--- src/rtl/vga_scanout.sv ---
// vga_scanout: VGA raster timing generator and registered pin driver.
// Pops one 24-bit pixel per active cycle; pulses next_frame once per frame.
//
// Ports:
//   clk, reset          pixel clock, async active-high reset
//   st_pixel_data       {R,G,B} pixel from the pixel reader
//   st_pixel_valid      upstream has a pixel
//   st_pixel_ready      high in the active region (counters only)
//   next_frame          one-cycle pulse, upstream restarts its frame
//   vga_r/g/b           registered colour, black outside vga_de
//   vga_hsync/vsync     registered active-low syncs
//   vga_de              registered data enable
//   underflow           sticky flag (VGA_SCANOUT_UNDERFLOW_EN only)
//   clear_underflow     synchronous clear for underflow
//
// Build option: define VGA_SCANOUT_UNDERFLOW_EN to enable the sticky
// underflow flag; otherwise underflow is tied to 0.

module vga_scanout #(
   parameter int H_ACTIVE = 640,
   parameter int H_FRONT  = 16,
   parameter int H_SYNC   = 96,
   parameter int H_BACK   = 48,
   parameter int V_ACTIVE = 480,
   parameter int V_FRONT  = 10,
   parameter int V_SYNC   = 2,
   parameter int V_BACK   = 33
) (
   input  logic        clk,
   input  logic        reset,
   input  logic [23:0] st_pixel_data,
   input  logic        st_pixel_valid,
   output logic        st_pixel_ready,
   output logic        next_frame,
   output logic [7:0]  vga_r,
   output logic [7:0]  vga_g,
   output logic [7:0]  vga_b,
   output logic        vga_hsync,
   output logic        vga_vsync,
   output logic        vga_de,
   output logic        underflow,
   input  logic        clear_underflow
);

   localparam int H_TOTAL = H_ACTIVE + H_FRONT + H_SYNC + H_BACK;
   localparam int V_TOTAL = V_ACTIVE + V_FRONT + V_SYNC + V_BACK;
   localparam int HW = $clog2(H_TOTAL);
   localparam int VW = $clog2(V_TOTAL);

   localparam logic [HW-1:0] H_LAST = HW'(H_TOTAL - 1);
   localparam logic [HW-1:0] H_ACT  = HW'(H_ACTIVE);
   localparam logic [HW-1:0] HS_BEG = HW'(H_ACTIVE + H_FRONT);
   localparam logic [HW-1:0] HS_END = HW'(H_ACTIVE + H_FRONT + H_SYNC);

   localparam logic [VW-1:0] V_LAST = VW'(V_TOTAL - 1);
   localparam logic [VW-1:0] V_ACT  = VW'(V_ACTIVE);
   localparam logic [VW-1:0] VS_BEG = VW'(V_ACTIVE + V_FRONT);
   localparam logic [VW-1:0] VS_END = VW'(V_ACTIVE + V_FRONT + V_SYNC);

   logic [HW-1:0] h;
   logic [VW-1:0] v;
   logic          active;
   logic          hs_on;
   logic          vs_on;
   logic          take;
   logic          starving;

   // Counters start at the top of vertical blanking so the upstream
   // gets a whole blanking interval to prefetch.
   always_ff @(posedge clk or posedge reset) begin
      if (reset) begin
         h <= '0;
         v <= V_ACT;
      end else if (h == H_LAST) begin
         h <= '0;
         v <= (v == V_LAST) ? '0 : v + 1'b1;
      end else begin
         h <= h + 1'b1;
      end
   end

   assign active   = (h < H_ACT) && (v < V_ACT);
   assign hs_on    = (h >= HS_BEG) && (h < HS_END);
   assign vs_on    = (v >= VS_BEG) && (v < VS_END);
   assign take     = active & st_pixel_valid;
   assign starving = active & ~st_pixel_valid;

   assign st_pixel_ready = active;

   // Everything goes through one register stage so colour, syncs and
   // data enable stay aligned. A starved active cycle shows black.
   always_ff @(posedge clk or posedge reset) begin
      if (reset) begin
         vga_r      <= '0;
         vga_g      <= '0;
         vga_b      <= '0;
         vga_hsync  <= 1'b1;
         vga_vsync  <= 1'b1;
         vga_de     <= 1'b0;
         next_frame <= 1'b0;
      end else begin
         {vga_r, vga_g, vga_b} <= take ? st_pixel_data : 24'h0;
         vga_hsync  <= ~hs_on;
         vga_vsync  <= ~vs_on;
         vga_de     <= active;
         next_frame <= (h == '0) && (v == V_ACT);
      end
   end

`ifdef VGA_SCANOUT_UNDERFLOW_EN
   // A new underflow takes priority over a simultaneous clear.
   always_ff @(posedge clk or posedge reset) begin
      if (reset) begin
         underflow <= 1'b0;
      end else if (starving) begin
         underflow <= 1'b1;
      end else if (clear_underflow) begin
         underflow <= 1'b0;
      end
   end
`else
   logic unused_uf;
   assign unused_uf = clear_underflow ^ starving;
   assign underflow = 1'b0;
`endif

endmodule

--- config.mk ---
export PLATFORM = sky130hd
export DESIGN_NAME = vga_scanout
export DESIGN_NICKNAME = d
export VERILOG_FILES = /design/src/rtl/vga_scanout.sv
export SDC_FILE = /design/constraint.sdc
export NUM_CORES = 1
export LEC_CHECK = 0
export CAP_MARGIN = 20
export CORE_ASPECT_RATIO = 0.8
export CORE_MARGIN = 2
export CORE_UTILIZATION = 42
export CTS_BUF_LIST = sky130_fd_sc_hd__clkbuf_16
export DETAILED_ROUTE_END_ITERATION = 8
export GPL_TIMING_DRIVEN = 0
export PLACE_DENSITY = 0.75
export SYNTH_ARGS = -nofsm -noshare
export SYNTH_HDL_FRONTEND = slang
export SYNTH_SLANG_ARGS = --single-unit
--- constraint.sdc ---
create_clock -name clk -period 1.6 [get_ports clk]
set_input_delay 0.32 -clock clk [delete_from_list [all_inputs] [get_ports clk]]
set_output_delay 0.32 -clock clk [all_outputs]
set_load 0.01 [all_outputs]
==> run_results.csv <==
group,metric,value,unit
run_status,status,"complete, but fails checks",
run_status,violations,"setup timing",
grt,antenna_found_initial,0,
yosys,yosysSeqAreaShare,0.593,
route,drt_iter0_markers,76,
route,num_vias,1633,
worst_setup_path,crit_type,"reg2out",
timing,tns,-0.146,ns
worst_setup_path,cp_slowest_cell,"dfstp_2",
grt,grt-busiest-layer,"met2",
yosys,async_reset_ff_frac,1.00,
timing,fin_skew,0.00705,ns
timing,setup_viol,3,
grt,grt.met1_usage,0.245,
worst_setup_path,crit_chain,"and4_4 > nor2_4 > buf_8 > buf_6",
cts,cts_hold_buf,0,
worst_setup_path,arrival,1.35,ns
layout,seqCellArea,0.00121,mm^2
yosys,synthesis.nets,202,
worst_setup_path,reg2reg_slack,-0.04,ns
floorplanning,pin_count,58,
yosys,yosys.area.top_type,"dfrtp_1",
placement,routabilityCongestion,0.812,
layout,nNetsFinal,286,
timing,timing.hold.ws,0.359,ns
yosys,synth.avg_cell_area,12.0,um^2
layout,n_antenna_cell,0,
cts,cts_buffers,5,
pwr,peakVddDrop,0.558,mV
pwr,p_leak,1.40,nW
layout,final_cell_mix,"clkdlybuf4s50_1, dfrtp_1, and3_1",
floorplanning,num_rows,22,
yosys,netlist.area_leader.share,0.515,
cts,clkSinkCount,48,
yosys,syn_area,0.00204,mm^2
grt,grt_max_degree,29,
yosys,synth_warnings,0,
layout,layout-drive-gt1-share,0.290,
timing,slew_viol_final,0,
yosys,ys.flop_type,"dfrtp_1",
worst_setup_path,endpoint_kind,"output pin",
worst_setup_path,ff2ff_path_depth,5,
yosys,synthDistinctLibCells,41,
floorplanning,start_util,0.441,
placement,place_inst,286,
yosys,synth_edf_count,0,
cts,clk_latency,0.29,ns
cts,cts.clk_slew.worst_paths,0.07,ns
placement,port-buffer-count,55,
timing,period_needed,1.67,ns
worst_setup_path,required,1.28,ns
yosys,netlist_instances,170,
layout,fillerInstances,353,
route,ant_nets,0,
grt,grt_pass1_wl,7910,um
cts,cts_tree,"yes",
cts,root_buffer,"clkbuf_16",
grt,grt-ovfl-total,0,
floorplanning,core_area,0.00462,mm^2
layout,syn2layout_area_growth,53.6,%
job,max_cap_violations,0,
worst_setup_path,setup.worst_path.start_class,"register",
worst_setup_path,crit_fanout,2,
floorplanning,die-height,66.3,um
route,wirelength,4800,um
timing,tightest_slew,0.504,ns
cts,htreeDepth,2,
worst_hold_path,hold_class,"in2async",
worst_setup_path,rr_startpoint,"v[6]$_DFFE_PP1N_",
grt,met2_usage,0.300,
timing,fmax,0.598,GHz
timing,period_share,1.04,
yosys,yosys-top-cells-area,"dfrtp_1, and3_1, dfstp_2",
timing,grt_setup_unrepaired,"yes",
pwr,power_density,791,mW/mm^2
timing,slew_headroom,0.664,
route,drc_errors,0,
floorplanning,dieWidth,81.9,um
grt,grt_pass1_vias,1611,
route,firstDrtPassIters,4,
yosys,synth_seq_cells,48,
floorplanning,die_area,0.00543,mm^2
layout,layoutNonFillerInstCount,315,
route,viasPerCell,5.18,
worst_setup_path,critPathMaxStageDelay,0.53,ns
grt,gr-usage-met3,0.0970,
layout,final_common_cell,"clkdlybuf4s50_1",
timing,hold_violations,0,
grt,grt_use_total,0.197,
timing,setup_slack,-0.0719,ns
worst_setup_path,rr_endpoint,"next_frame$_DFF_PP0_",
route,detail_route.wl_per_cell,15.2,um
cts,ctsLongestPathBuffers,2,
placement,dp_hpwl,3080,um
layout,multi_input_area,881,um^2
-- per-layer routing --
layer / up-vias / routed length [um]
met5: - / 0
met4: 0 / 59
met3: 6 / 529
met2: 65 / 2240
met1: 793 / 1970
li1: 769 / -
-- timing repair --
action / in CTS / in global routing
resized for setup: 27 / 18
setup buffers: 17 / 5
setup endpoints to repair: 37 / 13
pin swaps: 4 / 14
-- cells in the mapped netlist (all sizes together) (3+ instances only) --
master,number
nor2,6
nand4,6
nor4b,4
dfrtp,42
dfstp,6
xor2,4
clkbuf,7
nand2,8
and3,27
inv,7
o21ai,7
nand3,12
ha,4
nor3,3
xnor2,6
-- kinds of logic after synthesis --
group	after synthesis	synth area share
xor+xnor	10	0.0429
compound gates	15	0.0552
buf+inv	15	0.0295
simple gates	77	0.253
fa+ha+maj	4	0.0245
flops	48	0.593
other cells	1	0.00184
-- critical path: cells and delay by family, from the launching register on --
family / cells / cell delay [ns]
flops: 1 / 0.53
buf+inv: 2 / 0.22
simple gates: 2 / 0.31
-- through the flow --
stage / setup slack, ns / utilization / instance area, um^2 / power, mW
6_report: -0.0719 / 0.677 / 3130 / 2.48
5_1_grt: -0.215 / 0.677 / 3130 / 2.58
4_1_cts: -0.0876 / 0.656 / 3040 / 2.50
3_5_place_dp: -0.701 / 0.584 / 2700 / 1.48
3_3_place_gp: -0.878 / 0.579 / 2680 / 1.47
2_1_floorplan: 0.0242 / - / 2050 / 1.34
-- flip-flops by register name, summed over array words and instances (netlist names), 8 cells and up --
register	flops
h	10
v	10
vga_b	8
vga_g	8
vga_r	8
-- where the power goes --
part | switching, mW | internal [mW]
Clock | 0.447 | 0.574
Combinational | 0.0763 | 0.128
Sequential | 0.00821 | 1.24
-- worst max-delay path by stage --
stage | depth (start not counted) | start | slack (ns) | to
after global placement | 2 | reset | -0.88 | h[0]$_DFF_PP0_
after floorplan | 5 | h[1]$_DFF_PP0_ | 0.02 | v[3]$_DFFE_PP0N_
final | 4 | v[6]$_DFFE_PP1N_ | -0.07 | st_pixel_ready
after global routing | 5 | v[6]$_DFFE_PP1N_ | -0.22 | next_frame$_DFF_PP0_
after CTS | 4 | v[5]$_DFFE_PP1N_ | -0.09 | st_pixel_ready
after detailed placement | 5 | h[7]$_DFF_PP0_ | -0.70 | st_pixel_ready
-- cell type report --
type / instances / area share
Sequential cell: 48 / 0.388
Multi-Input combinational cell: 107 / 0.281
Timing Repair Buffer: 78 / 0.239
Clock buffer: 5 / 0.0399
Tap cell: 60 / 0.0240
Buffer: 7 / 0.0136
Inverter: 7 / 0.00839
Clock inverter: 3 / 0.00599
Power figures use the tool's default switching activity.
